$ cat src/rtl/intpol2_out_packer_if.sv
// Handshake bundle around the interpolator output packer: sample strobe and
// back-pressure on the core side, valid/ready packed-word stream on the host side.
interface intpol2_out_packer_if #(
  parameter int DATAPATH_WIDTH = 12
);
  logic                      Write_enable_i;
  logic [DATAPATH_WIDTH-1:0] I_interp_i;
  logic [DATAPATH_WIDTH-1:0] Q_interp_i;
  logic                      Afull_o;
  logic [31:0]               m_data_o;
  logic                      m_valid_o;
  logic                      m_ready_i;

  // Packer side.
  modport slave (
    input  Write_enable_i, I_interp_i, Q_interp_i, m_ready_i,
    output Afull_o, m_data_o, m_valid_o
  );

  // Core and consumer side.
  modport master (
    output Write_enable_i, I_interp_i, Q_interp_i, m_ready_i,
    input  Afull_o, m_data_o, m_valid_o
  );
endinterface

$ cat src/rtl/intpol2_out_packer.sv
// Interpolator output FIFO: packs I/Q pairs into 32-bit words and streams them out.
// Define INTPOL2_OUT_OVFCNT_EN to add the saturating dropped-sample counter ovf_cnt_o.
module intpol2_out_packer #(
  parameter int DATAPATH_WIDTH = 12,
  parameter int ADDR_WIDTH     = 3,
  parameter int AF_MARGIN      = 2
) (
  input  logic                  clk,
  input  logic                  rst_a,
  intpol2_out_packer_if.slave   bus,
  output logic [ADDR_WIDTH:0]   level_o,
  output logic                  ovf_o,
  input  logic                  clr_ovf_i
`ifdef INTPOL2_OUT_OVFCNT_EN
  ,
  output logic [15:0]           ovf_cnt_o
`endif
);
  localparam int DEPTH = 1 << ADDR_WIDTH;
  localparam logic [ADDR_WIDTH:0] FULL_LVL = (ADDR_WIDTH+1)'(DEPTH);
  localparam logic [ADDR_WIDTH:0] AF_LVL   = (ADDR_WIDTH+1)'(DEPTH - AF_MARGIN);

  logic [31:0]           mem_q [DEPTH];
  logic [ADDR_WIDTH-1:0] wr_ptr_q, wr_ptr_d, rd_ptr_q, rd_ptr_d;
  logic [ADDR_WIDTH:0]   count_q, count_d;
  logic [31:0]           data_q, data_d;
  logic                  valid_q, valid_d;
  logic                  ovf_q, ovf_d;
  logic                  push, pop, drop;
  logic [31:0]           wdata;

  assign wdata = {16'(signed'(bus.Q_interp_i)), 16'(signed'(bus.I_interp_i))};

  always_comb begin
    pop  = (count_q != '0) && (!valid_q || bus.m_ready_i);
    // At full, a same-cycle pop frees the slot the write lands in.
    push = bus.Write_enable_i && ((count_q != FULL_LVL) || pop);
    drop = bus.Write_enable_i && (count_q == FULL_LVL) && !pop;

    wr_ptr_d = push ? wr_ptr_q + 1'b1 : wr_ptr_q;
    rd_ptr_d = pop  ? rd_ptr_q + 1'b1 : rd_ptr_q;

    count_d = count_q;
    case ({push, pop})
      2'b10:   count_d = count_q + 1'b1;
      2'b01:   count_d = count_q - 1'b1;
      default: count_d = count_q;
    endcase

    data_d  = pop ? mem_q[rd_ptr_q] : data_q;
    valid_d = valid_q;
    if (pop)                            valid_d = 1'b1;
    else if (valid_q && bus.m_ready_i)  valid_d = 1'b0;

    ovf_d = ovf_q;
    if (drop)           ovf_d = 1'b1;
    else if (clr_ovf_i) ovf_d = 1'b0;
  end

  always_ff @(posedge clk) begin
    if (rst_a) begin
      wr_ptr_q <= '0;
      rd_ptr_q <= '0;
      count_q  <= '0;
      data_q   <= '0;
      valid_q  <= 1'b0;
      ovf_q    <= 1'b0;
    end else begin
      wr_ptr_q <= wr_ptr_d;
      rd_ptr_q <= rd_ptr_d;
      count_q  <= count_d;
      data_q   <= data_d;
      valid_q  <= valid_d;
      ovf_q    <= ovf_d;
    end
  end

  // Storage array carries no reset; the pointers alone define what is live.
  always_ff @(posedge clk) begin
    if (push && !rst_a) mem_q[wr_ptr_q] <= wdata;
  end

`ifdef INTPOL2_OUT_OVFCNT_EN
  logic [15:0] ovf_cnt_q, ovf_cnt_d;

  always_comb begin
    ovf_cnt_d = ovf_cnt_q;
    if (clr_ovf_i)                      ovf_cnt_d = drop ? 16'd1 : 16'd0;
    else if (drop && ovf_cnt_q != '1)   ovf_cnt_d = ovf_cnt_q + 16'd1;
  end

  always_ff @(posedge clk) begin
    if (rst_a) ovf_cnt_q <= '0;
    else       ovf_cnt_q <= ovf_cnt_d;
  end

  assign ovf_cnt_o = ovf_cnt_q;
`endif

  assign bus.Afull_o   = (count_q >= AF_LVL);
  assign bus.m_data_o  = data_q;
  assign bus.m_valid_o = valid_q;
  assign level_o       = count_q;
  assign ovf_o         = ovf_q;
endmodule

$ cat src/flat_wrapper.sv
// flat-port wrapper written by rule: the top's interface ports become plain ports
module intpol2_out_packer_flat 
#(
  parameter int DATAPATH_WIDTH = 12,
  parameter int ADDR_WIDTH     = 3,
  parameter int AF_MARGIN      = 2
)
  (clk, rst_a, level_o, ovf_o, clr_ovf_i, bus_Write_enable_i, bus_I_interp_i, bus_Q_interp_i, bus_m_ready_i, bus_Afull_o, bus_m_data_o, bus_m_valid_o);
  intpol2_out_packer_if #(.DATAPATH_WIDTH(DATAPATH_WIDTH)) bus_i ();
  input  logic clk;
  input  logic rst_a;
  output logic [ADDR_WIDTH:0] level_o;
  output logic ovf_o;
  input  logic clr_ovf_i;
  input wire logic [$bits(bus_i.Write_enable_i)-1:0] bus_Write_enable_i;
  input wire logic [$bits(bus_i.I_interp_i)-1:0] bus_I_interp_i;
  input wire logic [$bits(bus_i.Q_interp_i)-1:0] bus_Q_interp_i;
  input wire logic [$bits(bus_i.m_ready_i)-1:0] bus_m_ready_i;
  output wire logic [$bits(bus_i.Afull_o)-1:0] bus_Afull_o;
  output wire logic [$bits(bus_i.m_data_o)-1:0] bus_m_data_o;
  output wire logic [$bits(bus_i.m_valid_o)-1:0] bus_m_valid_o;
  assign bus_i.Write_enable_i = bus_Write_enable_i;
  assign bus_i.I_interp_i = bus_I_interp_i;
  assign bus_i.Q_interp_i = bus_Q_interp_i;
  assign bus_i.m_ready_i = bus_m_ready_i;
  assign bus_Afull_o = bus_i.Afull_o;
  assign bus_m_data_o = bus_i.m_data_o;
  assign bus_m_valid_o = bus_i.m_valid_o;
  intpol2_out_packer #(.DATAPATH_WIDTH(DATAPATH_WIDTH), .ADDR_WIDTH(ADDR_WIDTH), .AF_MARGIN(AF_MARGIN)) u_core (.clk(clk), .rst_a(rst_a), .bus(bus_i), .level_o(level_o), .ovf_o(ovf_o), .clr_ovf_i(clr_ovf_i));
endmodule
$ cat config.mk
export PLATFORM = sky130hd
export DESIGN_NAME = intpol2_out_packer_flat
export DESIGN_NICKNAME = d
export VERILOG_FILES = /design/src/rtl/intpol2_out_packer_if.sv /design/src/rtl/intpol2_out_packer.sv /design/src/flat_wrapper.sv
export SDC_FILE = /design/constraint.sdc
export NUM_CORES = 1
export LEC_CHECK = 0
export CAP_MARGIN = 20
export CORE_MARGIN = 2
export CORE_UTILIZATION = 40
export CTS_CLUSTER_DIAMETER = 120
export CTS_CLUSTER_SIZE = 8
export DETAILED_ROUTE_END_ITERATION = 8
export PLACE_DENSITY = 0.68
export SYNTH_ARGS = -nofsm -noshare
export SYNTH_HDL_FRONTEND = slang
export SYNTH_SLANG_ARGS = --single-unit
$ cat constraint.sdc
create_clock -name clk -period 4.6 [get_ports clk]
set_clock_uncertainty 0.2 [all_clocks]
set_input_delay 1.15 -clock clk [delete_from_list [all_inputs] [get_ports clk]]
set_output_delay 1.15 -clock clk [all_outputs]
set_load 0.02 [all_outputs]
==> impl_metrics.env, run 1 <==
export IMPL_slew_headroom=0.331
export IMPL_grt_overflow=0
export IMPL_p_total_w=0.00662
export IMPL_crit_type="input pin to flip-flop"
export IMPL_n_antenna_cell=0
export IMPL_max_cap_violations=0
export IMPL_ff_latch_area_um2=6490
export IMPL_synth_area_leaders="edfxtp_1 (65%), mux4_2 (12%), dfxtp_1 (8.1%), o22ai_2 (2.8%), nor3_2 (2.3%)"
export IMPL_cts_buffers=34
export IMPL_power_density_nw_per_um2=610
export IMPL_grt_pass1_wl_um=26800
export IMPL_yosysTopAreaCell="edfxtp_1"
export IMPL_dp_cells=779
export IMPL_holdBufCountCts=0
export IMPL_path_max_fanout=13
export IMPL_start_util=0.406
export IMPL_post_cts_buffers=0
export IMPL_tritoncts="yes"
export IMPL_hpwl_um=9750
export IMPL_core_um2=21800
export IMPL_gr_usage_all_layers=0.149
export IMPL_min_delay_path_class="flip-flop to flip-flop"
export IMPL_ys_warnings_count=0
export IMPL_via_per_inst=5.32
export IMPL_synth_edf_count=192
export IMPL_nets=567
export IMPL_comb_power_share=0.251
export IMPL_leakagePower_nw=3.45
export IMPL_yosysSeqAreaShare=0.731
export IMPL_final_cells=837
export IMPL_netlist_area_um2=8870
export IMPL_maxSlewViolCount=0
export IMPL_syn_to_final_growth_pct=22.4
export IMPL_worst_slew_pin_slew_ps=1000
export IMPL_switchingPower_w=0.00191
export IMPL_final_core_util=0.498
export IMPL_grt_pass1_vias=4775
export IMPL_dieArea_um2=23400
export IMPL_grt_max_degree=51
export IMPL_hold_viol=0
export IMPL_synth_top_area_frac=0.650
export IMPL_cp_data_arrival_time_ps=3370
export IMPL_power_share_clock=0.351
export IMPL_cts_root_buf="clkbuf_16"
export IMPL_gp_congestion=0.696
export IMPL_synth_cells=453
export IMPL_yosysMostFrequentCell="edfxtp_1"
export IMPL_drive_above_1_share=0.285
export IMPL_std_cell_rows=54
export IMPL_worstSetupStartpoint="bus_Write_enable_i"
export IMPL_drc_errors=0
export IMPL_ir_worst_vdd_uv=371
export IMPL_ctsResizeCount=0
export IMPL_clk_latency_ps=480
export IMPL_hp_start="u_core.ovf_o"
export IMPL_fin_setup_tns_ps=0
export IMPL_cts_clk_slew_worst_paths_ps=50
export IMPL_async_flop_share=0
export IMPL_intPower_w=0.00471
export IMPL_io_buffers=67
export IMPL_fillerInstances=1772
export IMPL_synthFlopType="edfxtp_1"
export IMPL_vias=4455
export IMPL_synth_nets=485
export IMPL_die_w_um=153
export IMPL_multiInputGateArea_um2=2220
export IMPL_timing_hold_ws_ps=279
export IMPL_dr_pass1_iters=6
export IMPL_drt_wirelength_per_cell_um=20.7
export IMPL_start_kind="input pin"
export IMPL_end_kind="flip-flop"
export IMPL_clockBufferDepth=3
export IMPL_clock_sinks=228
export IMPL_rsz0062_at_grt="no"
export IMPL_post_route_min_period_ps=3210
export IMPL_finalCritPeriodShare=0.697
export IMPL_switching_share=0.288
export IMPL_status="finished, final reports clean"
export IMPL_ant_nets=0
export IMPL_seqPwrFrac=0.397
export IMPL_fmax_mhz=312
export IMPL_die_y_um=153
export IMPL_htreeDepth=2
export IMPL_synthDistinctLibCells=43
export IMPL_critPathRequiredTime_ps=4770
export IMPL_antenna_found_initial=0
export IMPL_setup_viol=0
export IMPL_worstReg2RegStart="u_core.level_o[2]"
export IMPL_io_pins=68
export IMPL_ys_top_cells_by_count="edfxtp_1 (192), mux4_2 (48), nor2_1 (38)"
export IMPL_avgSynthCellArea_um2=19.6
export IMPL_ys_ff_latch=228
export IMPL_wl_um=17300
export IMPL_drt_iter0_drc=231
==> cells in the final DEF, fill, tap and decap left out, drive strengths merged, types with 2 or more instances in the layout <==
master         instances
or4                    2
a21oi                  4
nand2b                 2
clkdlybuf4s50         66
mux4                  48
nand4                  2
or3                    2
nand3                  2
clkbuf                57
mux2                   2
dfxtp                 36
edfxtp               192
o21ai                  6
o22ai                 24
nor2                  38
xor2                   3
nor4                   2
o211ai                 2
nor2b                  3
ha                     3
mux2i                  3
buf                   15
nand2                  4
nor3                  30
==> sequential cells by signal (all words and copies together) (netlist names) <==
register              count
u_core.bus.m_data_o      24
u_core.bus.m_valid_o      1
u_core.level_o            4
u_core.mem_q            192
u_core.ovf_o              1
u_core.rd_ptr_q           3
u_core.wr_ptr_q           3
==> final cells by class <==
class | count | area share
multi-input cells | 190 | 0.204
flip-flops and latches | 228 | 0.598
well taps | 280 | 0.0323
repair buffers | 81 | 0.0710
clock buffers | 57 | 0.0922
clock inverters | 1 | 0.00277
==> power by group through the flow <==
| stage | clock network, W | registers, W | logic (W) |
|---|---|---|---|
| 2_1_floorplan | 0 | 0.00270 | 0.00113 |
| 3_3_place_gp | 0 | 0.00267 | 0.00166 |
| 3_5_place_dp | 0 | 0.00268 | 0.00169 |
| 4_1_cts | 0.00238 | 0.00264 | 0.00169 |
| 5_1_grt | 0.00247 | 0.00267 | 0.00180 |
| 6_report | 0.00232 | 0.00263 | 0.00167 |
==> per-layer routing <==
layer	wire [um]	track usage	up-vias
li1	-	-	2000
met5	0	0	-
met1	7420	0.196	2304
met2	8580	0.248	112
met4	394	0.0538	0
met3	936	0.0320	39
==> metrics by stage <==
stage	instance area [um^2]	setup WS (ps)
floorplan	8880	627
global placement	9830	1010
detailed placement	9830	937
CTS	10900	1400
global route	10900	1200
finish	10900	1390
==> worst paths after layout <==
kind	to	slack [ps]	cells after the start
hold / removal	u_core.ovf_o	280	2
hold reg to reg	u_core.ovf_o	280	2
setup / recovery	u_core.level_o[2]	1390	8
setup reg to reg	u_core.level_o[2]	2020	8
==> logic make-up after synthesis <==
logic type / share of synthesized area
DFF: 0.731
buffers and inverters: 0.0252
and+or+nand+nor: 0.0635
adders and majority gates: 0.00423
xor gates and xnor gates: 0.00296
AOI/OAI and AO/OA: 0.0451
muxes: 0.128
==> worst max-delay path, stage by stage <==
cell and delay (ps):
clkdlybuf4s50_1 660, o21ai_0 390, o21ai_1 140, ha_1 210, or3_1 300, nor3_1 130, a31oi_1 60, mux2_1 340
Note: power is estimated with default switching activity, not from simulation.
==> run 2: changes to the inputs <==
- PLACE_DENSITY: 0.68 -> 0.66
- clock period: 4.6 -> 3 ns (I/O delays scaled with it)
==> run 2 against run 1 <==
Compared with the run above:
- largest power group unchanged
- non-clock buffer count is 17 higher
- worst setup slack worse by 1200 ps
- core utilization is 1.1 points higher
- critical path type is now flip-flop to output port
==> impl_metrics.env, run 2 (synthesis results as in run 1) <==
export IMPL_cpPeakStageDelay_ps=600
export IMPL_cts_buffers=34
export IMPL_slew_headroom=0.584
export IMPL_drc_errors=0
export IMPL_grt_pass1_wl_um=28100
export IMPL_die_y_um=153
export IMPL_cts_root_buf="clkbuf_16"
export IMPL_core_um2=21800
export IMPL_grt_overflow=0
export IMPL_std_cell_rows=54
export IMPL_cp_data_arrival_time_ps=1820
export IMPL_worst_slew_pin_slew_ps=621
export IMPL_crit_type="flip-flop to output port"
export IMPL_end_kind="output port"
export IMPL_drt_wirelength_per_cell_um=20.7
export IMPL_critPathRequiredTime_ps=2050
export IMPL_power_density_nw_per_um2=924
export IMPL_top_register="u_core.mem_q"
export IMPL_cp_top_family="buffers and inverters"
export IMPL_antenna_found_initial=1
export IMPL_htreeDepth=2
export IMPL_timing_rr_end="u_core.level_o[2]"
export IMPL_ctsResizeCount=0
export IMPL_slowest_stage="clkdlybuf4s50_1"
export IMPL_largest_reg_flops=192
export IMPL_fin_setup_tns_ps=0
export IMPL_path_cells="a21o_1 > clkdlybuf4s50_1"
export IMPL_drive_above_1_share=0.304
export IMPL_hp_start="u_core.ovf_o"
export IMPL_r2r_slack_ps=440
export IMPL_rsz0062_at_grt="no"
export IMPL_setup_viol=0
export IMPL_drt_iter0_drc=392
export IMPL_syn_to_final_growth_pct=25.0
export IMPL_hold_viol=0
export IMPL_finalCritPeriodShare=0.925
export IMPL_clk_latency_ps=490
export IMPL_tritoncts="yes"
export IMPL_whs_endpoint="u_core.ovf_o"
export IMPL_post_cts_buffers=0
export IMPL_holdBufCountCts=0
export IMPL_holdPathStages=2
export IMPL_cp_num_buf_inv=1
export IMPL_p_total_w=0.0102
export IMPL_ant_nets=0
export IMPL_rr_worst_depth=8
export IMPL_hpwl_um=10300
export IMPL_status="finished, final reports clean"
export IMPL_io_buffers=67
export IMPL_gp_congestion=0.715
export IMPL_start_kind="flip-flop"
export IMPL_start_util=0.406
export IMPL_dieArea_um2=23400
export IMPL_maxSlewViolCount=0
export IMPL_layout_common_cells="edfxtp_1 (192), clkdlybuf4s50_1 (66), mux4_2 (48)"
export IMPL_final_core_util=0.508
export IMPL_path_depth=2
export IMPL_n_antenna_cell=0
export IMPL_worstReg2RegStart="u_core.level_o[3]"
export IMPL_gr_usage_all_layers=0.156
export IMPL_post_route_min_period_ps=2770
export IMPL_layout_commonest_cell="edfxtp_1"
export IMPL_grt_pass1_vias=4872
export IMPL_cts_clk_slew_worst_paths_ps=50
export IMPL_worstSetupStartpoint="u_core.level_o[1]"
export IMPL_fmax_mhz=360
export IMPL_leakagePower_nw=3.55
export IMPL_via_per_inst=5.21
export IMPL_io_pins=68
export IMPL_max_cap_violations=0
export IMPL_min_delay_path_class="flip-flop to flip-flop"
export IMPL_clock_sinks=228
export IMPL_vias=4457
export IMPL_clockBufferDepth=3
export IMPL_ir_worst_vdd_uv=456
export IMPL_path_max_fanout=12
export IMPL_wl_um=17700
export IMPL_dr_pass1_iters=6
export IMPL_grt_max_degree=50
export IMPL_nets=584
export IMPL_die_w_um=153
run 2: cell count changes in the layout (fill, tap and decap cells not counted), sizes merged:
| cell | before | now |
|---|---|---|
| buf | 15 | 32 |
| inv | 0 | 1 |
run 2: how the worst max path moves through the flow:
stage,end,slack (ps)
detailed placement,u_core.level_o[2],-30
finish,bus_Afull_o,230
CTS,bus_Afull_o,220
global route,bus_Afull_o,150
floorplan,u_core.mem_q[1][0],-570
global placement,u_core.level_o[2],-3
run 2: area by class of cell:
cell class,count,area [um^2]
Clock inverter,2,38.8
Multi-Input combinational cell,190,2220
Sequential cell,228,6490
Fill cell,1729,10700
Timing Repair Buffer,98,1040
Tap cell,280,350
Clock buffer,57,958
run 2: metal layers:
metal  track usage  up-vias  share of wire
met1         0.211     2283           0.43
met2         0.251      105           0.49
li1              -     2031              -
met3        0.0391       36          0.059
met4        0.0463        2          0.019
met5             0        -        0.00062
run 2: metrics by stage:
stage | cell area [um^2] | hold slack [ps] | setup WS (ps) | std cells
after floorplan | 8890 | 315 | -573 | 453
after global placement | 10100 | 261 | -2.87 | 796
after detailed placement | 10100 | 283 | -26.2 | 796
after CTS | 11100 | 290 | 216 | 855
after global routing | 11100 | 309 | 145 | 855
final | 11100 | 280 | 225 | 855
run 2: worst reg2reg max path: stages, from the launching register on:
cell     delay [ps]
dfxtp_1         410
or4_4           630
nand2_1         100
o21ai_1          70
ha_1            210
or3_1           300
nor3_1          130
a31oi_1          70
mux2_1          320
run 2: report_power, final:
| group | leakage, nW | switching, W | internal, W | total [W] |
|---|---|---|---|---|
| registers | 2.03 | 0.000260 | 0.00370 | 0.00396 |
| clock network | 0.476 | 0.00125 | 0.00224 | 0.00349 |
| logic | 1.05 | 0.00147 | 0.00132 | 0.00279 |
